**src/rtl/itr_ctrl.sv**
```systemverilog
// itr_ctrl: edge-latched, maskable, nested vectored interrupt controller in front of the core.
// Latency: irq rising edge to itr is 2 cycles; ack/ret update state on the sampling edge.
// Backpressure: once raised, itr and a frozen itr_addr are held until the core pulses itr_ack.
module itr_ctrl #(
  parameter int NCHAN  = 4,
  parameter int MINSTW = 9,
  parameter int VBASE  = 1,
  parameter int VSTEP  = 2,
  parameter int NESTD  = 2
) (
  input  logic                         clk,
  input  logic                         rst,
  input  logic [NCHAN-1:0]             irq,
  input  logic                         mask_wr,
  input  logic [NCHAN-1:0]             mask_in,
  input  logic                         itr_ack,
  input  logic                         itr_ret,
  output logic                         itr,
  output logic [MINSTW-1:0]            itr_addr,
  output logic [NCHAN-1:0]             mask,
  output logic [NCHAN-1:0]             pend,
  output logic [NCHAN-1:0]             in_serv,
  output logic [$clog2(NESTD+1)-1:0]   depth
);

  localparam int CW = (NCHAN > 1) ? $clog2(NCHAN) : 1;
  localparam int DW = $clog2(NESTD+1);
  localparam logic [DW-1:0] NESTD_W = DW'(NESTD);

  // Result of a lowest-set-bit search: whether any bit was set, and its index.
  typedef struct packed {
    logic          vld;
    logic [CW-1:0] idx;
  } pick_t;

  typedef enum logic {IDLE, REQ} state_t;

  state_t           state_q, state_d;
  logic [NCHAN-1:0] irq_q;
  logic [CW-1:0]    ch_q;
  logic [NCHAN-1:0] rise, elig, ack_hot, ret_hot;
  logic [NCHAN-1:0] pend_d, serv_d;
  logic [DW-1:0]    depth_d;
  pick_t            cand, lvl;
  logic             req_ok, take, ack_fire;

  // Lowest index wins: channel 0 is the highest priority.
  function automatic pick_t lowest(input logic [NCHAN-1:0] v);
    pick_t p;
    p = '0;
    for (int i = NCHAN-1; i >= 0; i--) begin
      if (v[i]) begin
        p.vld = 1'b1;
        p.idx = CW'(i);
      end
    end
    return p;
  endfunction

  // Vector address wraps modulo the instruction address space.
  function automatic logic [MINSTW-1:0] vec_of(input logic [CW-1:0] c);
    logic [31:0] v;
    v = 32'(VBASE) + 32'(c) * 32'(VSTEP);
    return v[MINSTW-1:0];
  endfunction

  // Arbitration: best eligible channel must outrank the current service level and fit the nesting budget.
  always_comb begin
    rise   = irq & ~irq_q;
    elig   = pend & mask;
    cand   = lowest(elig);
    lvl    = lowest(in_serv);
    req_ok = cand.vld && (!lvl.vld || (cand.idx < lvl.idx)) && (depth < NESTD_W);
  end

  // Request FSM next state: latch a vector from IDLE, hold it in REQ until acknowledged.
  always_comb begin
    state_d  = state_q;
    take     = 1'b0;
    ack_fire = 1'b0;
    case (state_q)
      IDLE: begin
        if (req_ok) begin
          state_d = REQ;
          take    = 1'b1;
        end
      end
      REQ: begin
        if (itr_ack) begin
          state_d  = IDLE;
          ack_fire = 1'b1;
        end
      end
      default: state_d = IDLE;
    endcase
  end

  // Status next values: ret retires the old lowest level before ack adds ch; a fresh edge beats the ack clear.
  always_comb begin
    ack_hot = '0;
    ret_hot = '0;
    if (ack_fire) begin
      ack_hot[ch_q] = 1'b1;
    end
    if (itr_ret && lvl.vld) begin
      ret_hot[lvl.idx] = 1'b1;
    end
    pend_d  = (pend & ~ack_hot) | rise;
    serv_d  = (in_serv & ~ret_hot) | ack_hot;
    depth_d = '0;
    for (int i = 0; i < NCHAN; i++) begin
      depth_d = depth_d + DW'(serv_d[i]);
    end
  end

  // FSM state and the frozen channel/vector presented to the core.
  always_ff @(posedge clk or negedge rst) begin
    if (!rst) begin
      state_q  <= IDLE;
      ch_q     <= '0;
      itr_addr <= '0;
    end else begin
      state_q <= state_d;
      if (take) begin
        ch_q     <= cand.idx;
        itr_addr <= vec_of(cand.idx);
      end
    end
  end

  // Edge detector, pending latch, mask register and in-service tracking.
  always_ff @(posedge clk or negedge rst) begin
    if (!rst) begin
      irq_q   <= '0;
      pend    <= '0;
      mask    <= '0;
      in_serv <= '0;
      depth   <= '0;
    end else begin
      irq_q   <= irq;
      pend    <= pend_d;
      in_serv <= serv_d;
      depth   <= depth_d;
      if (mask_wr) begin
        mask <= mask_in;
      end
    end
  end

  assign itr = (state_q == REQ);

endmodule

```
**config.mk**
```make
export PLATFORM = sky130hd
export DESIGN_NAME = itr_ctrl
export DESIGN_NICKNAME = d
export VERILOG_FILES = /design/src/rtl/itr_ctrl.sv
export SDC_FILE = /design/constraint.sdc
export NUM_CORES = 1
export LEC_CHECK = 0
export BUFFER_PORTS_ARGS = -buffer_cell sky130_fd_sc_hd__buf_2
export CORE_MARGIN = 3
export CORE_UTILIZATION = 47
export CTS_BUF_LIST = sky130_fd_sc_hd__clkbuf_16
export DETAILED_ROUTE_END_ITERATION = 7
export GPL_ROUTABILITY_DRIVEN = 0
export MAX_ROUTING_LAYER = met4
export PLACE_DENSITY = 0.84
export SLEW_MARGIN = 20
export SYNTH_ARGS = -nofsm -noshare
export SYNTH_HDL_FRONTEND = slang
export SYNTH_SLANG_ARGS = --single-unit
```
**constraint.sdc**
```tcl
create_clock -name clk -period 2.4 [get_ports clk]
set_input_delay 0.36 -clock clk [delete_from_list [all_inputs] [get_ports clk]]
set_output_delay 0.36 -clock clk [all_outputs]
set_load 0.01 [all_outputs]
```
==> results.py, run 1 <==
metrics = {
    "power": {
        "clkPwrFrac": 0.219,
        "swShare": 0.3576,
        "p_leak_nw": 0.6378,
        "p_int_mw": 0.9795,
        "ir_drop_v": 0.0006704,
        "pwr-share-seq": 0.383,
        "switchingPower_mw": 0.5452,
        "power_per_cell_area_nw_per_um2": 1241,
        "p_comb_frac": 0.399,
    },
    "route": {
        "wl_mm": 1.966,
        "post-route-drc-count": 0,
        "dr.first_iter.drc_count": 10,
        "dr_total_vias": 756,
        "firstDrtPassIters": 4,
        "wl_per_cell_um": 13.28,
        "ant_nets": 0,
        "vias_per_cell": 5.108,
    },
    "clocking": {
        "clk_pin_slew_ns": 0.05,
        "post_cts_buffers": 0,
        "hold_buffers": 0,
        "clock_path_buffers": 2,
        "cts_tree": "done",
        "cts_resized": 0,
        "clockRootBuffer": "clkbuf_16",
        "htree_num_levels": 1,
        "clkLatencyLatePin_ns": 0.25,
        "cts-buffers-inserted": 3,
        "clock_sinks": 22,
    },
    "synth": {
        "yosys_warnings": 0,
        "ys_top_cells_by_area": "dfrtp_1, o21ai_0, buf_4, mux2_2, inv_1",
        "synth_top_cell_area_share": 0.5556,
        "syn_inst": 90,
        "yosys.cell_types.count": 27,
        "synth_seq_cells": 22,
        "synth.largest_area_cell": "dfrtp_1",
        "syn_area_um2": 991.0,
        "syn_area_per_cell_um2": 11.01,
        "yosysSeqAreaShare": 0.5556,
    },
    "place": {
        "post-place-ws_ns": 0.1547,
        "io_buffer_count": 30,
        "hpwl_mm": 1.518,
    },
    "layout": {
        "nNetsFinal": 141,
        "final-seq-area_um2": 550.5,
        "areaGrowthSynthToFinish_pct": 23.99,
        "final_cell_mix": "buf_2, dfrtp_1, inv_1, o21ai_0, nand2_1",
        "drive_gt1_frac": 0.3577,
        "antennaDiodeCount": 0,
        "num-fill-cells": 139,
        "layout_commonest_cell": "buf_2",
        "multi_input_area_um2": 376.6,
    },
    "sta": {
        "fin_setup_tns_ns": 0,
        "finClkSkew_ns": 0.002036,
        "fin_ws_ns": 0.1803,
        "slew_violations": 0,
        "layout_min_cycle_time_ns": 2.220,
        "rsz0062_at_grt": "false",
        "fmax_ghz": 0.4505,
        "setup_viol": 0,
        "fin_crit_sh": 0.9249,
        "hold_viol": 0,
    },
    "run_status": {
        "status": "complete, no violations",
    },
    "grt": {
        "grt.total_usage": 0.1709,
        "antenna_found_initial": 0,
        "grt_pass1_vias": 751,
        "overflow": 0,
        "grt_max_degree": 23,
        "grt_first_pass_wirelength_mm": 3.298,
    },
    "worst_setup_path": {
        "cp_max_fo": 4,
        "crit_required_ns": 2.56,
        "cp-start-kind": "flip-flop",
        "crit_arrival_ns": 2.38,
        "end_kind": "flip-flop",
        "worstRegToRegCells": 8,
        "crit_type": "reg2reg",
    },
    "die": {
        "dieArea_um2": 2695,
        "core_area_um2": 1858,
        "rows": 15,
        "dieHeight_um": 51.92,
        "ios": 37,
        "start_util": 0.5333,
        "dieWidth_um": 51.92,
    },
    "min_path": {
        "hold_class": "in2async",
    },
    "run": {
        "maxCapViolations": 0,
    },
}
[synth_stat cells]
master / number
a21o_2: 1
a21oi_1: 2
a221oi_1: 1
a22oi_1: 1
a311o_1: 1
a311oi_2: 1
a32o_1: 1
and2_1: 1
and3b_2: 1
buf_4: 6
conb_1: 1
dfrtp_1: 22
fa_1: 1
ha_1: 2
inv_1: 10
mux2_2: 4
mux2_4: 1
mux2i_1: 1
nand2_1: 10
nand2b_1: 1
nand3_1: 1
nand3b_1: 1
nand4_1: 1
nor2_1: 5
o21ai_0: 10
or2_2: 2
xnor2_1: 1
[final timing paths]
| kind | startpoint | endpoint | slack [ns] |
|---|---|---|---|
| worst max-delay path | mask[2]$_DFFE_PN0P_ | ch_q[0]$_DFFE_PN0P_ | 0.18 |
| worst min-delay path | rst | irq_q[1]$_DFF_PN0_ | 0.06 |
| worst max register to register | mask[2]$_DFFE_PN0P_ | ch_q[0]$_DFFE_PN0P_ | 0.18 |
| worst min register to register | irq_q[3]$_DFF_PN0_ | pend[3]$_DFF_PN0_ | 0.42 |
| max in group asynchronous | rst | itr$_DFF_PN0_ | 2.02 |
| min in group clk | irq[1] | irq_q[1]$_DFF_PN0_ | 0.23 |
[cell families (layout without fill, tap and decap cells)]
group,count (synthesis),in the layout,synth area share
buffers and inverters,16,44,0.08333
flip-flops,22,22,0.5556
XOR/XNOR,1,1,0.008840
multiplexers,6,6,0.07070
AND/OR/NAND/NOR,23,23,0.1111
adder cells (fa/ha/maj),3,3,0.04545
AO/OA/AOI/OAI,18,18,0.1212
other,1,6,0.003784
[layer usage]
layer | track usage | part of all wire
met5 | - | 0
met4 | 0.09170 | 0.012
met3 | 0.02579 | 0.071
met2 | 0.2678 | 0.48
met1 | 0.2127 | 0.43
[registers in the layout, indices dropped and copies added, names as in the netlist]
signal,count
in_serv,4
irq_q,4
mask,4
pend,4
ch_q,2
depth,2
itr,1
itr_addr,1
[critical path, cell delays in order (launching register included)]
cell,delay [ns]
dfrtp_1,0.41
a22oi_1,0.24
and3b_2,0.25
ha_1,0.29
nor2_1,0.13
a21oi_1,0.08
a311oi_2,0.37
buf_4,0.19
mux2i_1,0.19
[layout make-up]
cell class | count | area share
well taps | 25 | 0.02546
clock buffers | 3 | 0.06110
flip-flops and latches | 22 | 0.4481
repair buffers | 31 | 0.1283
inverters | 10 | 0.03055
multi-input cells | 57 | 0.3065
[per-stage QoR]
step / hold WS (ns) / cells / cell area [um^2] / utilization / power, mW
2_1_floorplan: 0.06441 / 95 / 1010 / - / 0.9642
3_3_place_gp: 0.3371 / 144 / 1146 / 0.6168 / 1.136
3_5_place_dp: 0.3421 / 144 / 1146 / 0.6168 / 1.174
4_1_cts: 0.07718 / 147 / 1221 / 0.6572 / 1.514
5_1_grt: 0.09336 / 148 / 1229 / 0.6613 / 1.642
6_report: 0.05945 / 148 / 1229 / 0.6613 / 1.525
[power groups by stage]
| stage | clock network [mW] | logic, mW | registers [mW] |
|---|---|---|---|
| floorplan | 0 | 0.350 | 0.614 |
| global placement | 0 | 0.556 | 0.579 |
| detailed placement | 0 | 0.588 | 0.586 |
| CTS | 0.341 | 0.592 | 0.582 |
| global route | 0.359 | 0.680 | 0.603 |
| finish | 0.333 | 0.608 | 0.584 |
Note: power is estimated with default switching activity, not from simulation.
==> run 2, diff against run 1 <==
- ABC_AREA: default -> 1
- CORE_ASPECT_RATIO: default -> 0.7
- PLACE_DENSITY: 0.84 -> 0.83
==> results.py, run 2 <==
metrics = {
    "sta": {
        "finClkSkew_ns": 0.002009,
        "fin_setup_tns_ns": 0,
        "setup_viol": 0,
        "rsz0062_at_grt": "false",
        "fmax_ghz": 0.5143,
        "fin_ws_ns": 0.4555,
        "fin_crit_sh": 0.8102,
        "hold_ws_ns": 0.06170,
        "hold_viol": 0,
        "slew_violations": 0,
        "layout_min_cycle_time_ns": 1.944,
    },
    "die": {
        "start_util": 0.5231,
        "dieArea_um2": 2776,
        "dieHeight_um": 45.00,
        "rows": 13,
        "dieWidth_um": 61.71,
        "ios": 37,
        "core_area_um2": 1952,
    },
    "clocking": {
        "post_cts_buffers": 0,
        "hold_buffers": 0,
        "clockRootBuffer": "clkbuf_16",
        "clkLatencyLatePin_ns": 0.25,
        "clock_path_buffers": 2,
        "cts-buffers-inserted": 3,
        "cts_resized": 0,
        "htree_num_levels": 1,
        "clk_pin_slew_ns": 0.06,
        "cts_tree": "done",
        "clock_sinks": 22,
    },
    "synth": {
        "synthFlopType": "dfrtp_1",
        "yosysSeqAreaShare": 0.5392,
        "ys_top_cells_by_area": "dfrtp_1, inv_1, nand2_1, buf_4, mux2_2",
        "syn_area_per_cell_um2": 9.282,
        "synth.most_common_cell": "inv_1",
        "synth_top_cell_area_share": 0.5392,
        "synth.largest_area_cell": "dfrtp_1",
        "yosys-top-cells-count": "inv_1, dfrtp_1, nand2_1",
        "syn_area_um2": 1021,
        "syn_inst": 110,
        "yosys_warnings": 0,
        "async_flop_share": 1.000,
        "synth_seq_cells": 22,
        "yosys.cell_types.count": 21,
        "synth_edf_count": 0,
    },
    "place": {
        "hpwl_mm": 1.721,
        "post-place-ws_ns": 0.4265,
        "io_buffer_count": 30,
    },
    "route": {
        "dr.first_iter.drc_count": 86,
        "firstDrtPassIters": 4,
        "dr_total_vias": 817,
        "wl_per_cell_um": 13.21,
        "ant_nets": 0,
        "post-route-drc-count": 0,
        "vias_per_cell": 4.952,
        "wl_mm": 2.179,
    },
    "worst_setup_path": {
        "end_kind": "flip-flop",
        "crit_arrival_ns": 2.08,
        "cpPeakStageDelay_ns": 0.56,
        "crit_required_ns": 2.54,
        "worstPathCellList": "nand2_1 -> nor3_1 -> a21oi_1 -> fa_1 -> inv_1 -> ha_1 -> xnor2_1",
        "crit_type": "reg2reg",
        "cp-start-kind": "flip-flop",
        "crit_slowest_cell": "fa_1",
        "cp_max_fo": 4,
    },
    "layout": {
        "antennaDiodeCount": 0,
        "areaGrowthSynthToFinish_pct": 25.12,
        "multi_input_area_um2": 350.3,
        "final-seq-area_um2": 550.5,
        "nNetsFinal": 160,
        "utilization": 0.6545,
        "layout_commonest_cell": "buf_2",
        "final_cell_mix": "buf_2, inv_1, dfrtp_1",
        "num-fill-cells": 162,
        "drive_gt1_frac": 0.3077,
    },
    "grt": {
        "met1_usage": 0.2449,
        "met3_usage": 0.05714,
        "grt_first_pass_wirelength_mm": 3.539,
        "overflow": 0,
        "grt.total_usage": 0.1866,
        "grt_pass1_vias": 784,
        "grt.busiest_layer": "met2",
        "met2_usage": 0.2735,
        "antenna_found_initial": 0,
        "grt_max_degree": 23,
    },
    "run": {
        "maxCapViolations": 0,
    },
    "min_path": {
        "hold_class": "in2async",
    },
    "run_status": {
        "status": "complete, no violations",
    },
    "power": {
        "p_leak_nw": 0.7174,
        "ir_drop_v": 0.0004812,
        "power_per_cell_area_nw_per_um2": 1269,
    },
}
## run 2: cell types whose count changed after synthesis, moves of 3 or more
cell,before,now
nand2_1,10,20
nand2_2,0,3
inv_1,10,24
nor3_1,0,6
o21ai_0,10,3
## run 2: final cells by class
class,count,area share
Tap cell,22,0.02155
Sequential cell,22,0.4309
Multi-Input combinational cell,62,0.2742
Clock buffer,3,0.05877
Inverter,25,0.07346
Clock inverter,1,0.02351
Timing Repair Buffer,30,0.1175
## run 2: logic make-up (layout without fill, tap and decap cells)
kind of cell             after synthesis  after routing  share of synthesized area
XOR/XNOR                               1              1                   0.008580
AO/OA/AOI/OAI                         11             11                    0.06372
AND/OR/NAND/NOR                       37             37                     0.1605
buffers and inverters                 31             59                     0.1360
multiplexers                           4              4                    0.04411
other                                  1              6                   0.003673
adder cells (fa/ha/maj)                3              3                    0.04411
flip-flops                            22             22                     0.5392
## run 2: metrics by stage
step	instances	power [mW]	instance area, um^2
floorplan	115	0.9516	1040
global route	165	1.746	1277
detailed placement	161	1.153	1172
CTS	165	1.624	1277
global placement	161	1.115	1172
finish	165	1.621	1277
## run 2: critical path, delay by kind of cell (launching register included)
family                   cells  cell delay, ns
flip-flops                   1            0.40
buffers and inverters        1            0.04
adder cells (fa/ha/maj)      2            0.74
AND/OR/NAND/NOR              2            0.39
AO/OA/AOI/OAI                1            0.15
XOR/XNOR                     1            0.12
## run 2: metal layers
metal  part of all wire  vias up
met5                  0        -
met4              0.016        0
met3               0.11        6
met2               0.45       55
met1               0.42      362
li1                   -      394
## run 2: final timing paths
path / startpoint / endpoint / slack [ns] / cells past startpoint
max: itr$_DFF_PN0_ / depth[1]$_DFF_PN0_ / 0.46 / 7
min: rst / ch_q[0]$_DFFE_PN0P_ / 0.06 / 1
max reg2reg: itr$_DFF_PN0_ / depth[1]$_DFF_PN0_ / 0.46 / 7
min reg2reg: irq_q[1]$_DFF_PN0_ / pend[1]$_DFF_PN0_ / 0.43 / 1
max in group asynchronous: rst / mask[1]$_DFFE_PN0P_ / 2.01 / 1
min in group clk: irq[3] / irq_q[3]$_DFF_PN0_ / 0.23 / 1
## run 2: power breakdown
group	internal (mW)	total, mW	switching, mW	leakage [nW]
Combinational	0.228	0.599	0.372	0.411
Clock	0.331	0.459	0.128	0.0511
Sequential	0.471	0.562	0.0915	0.255
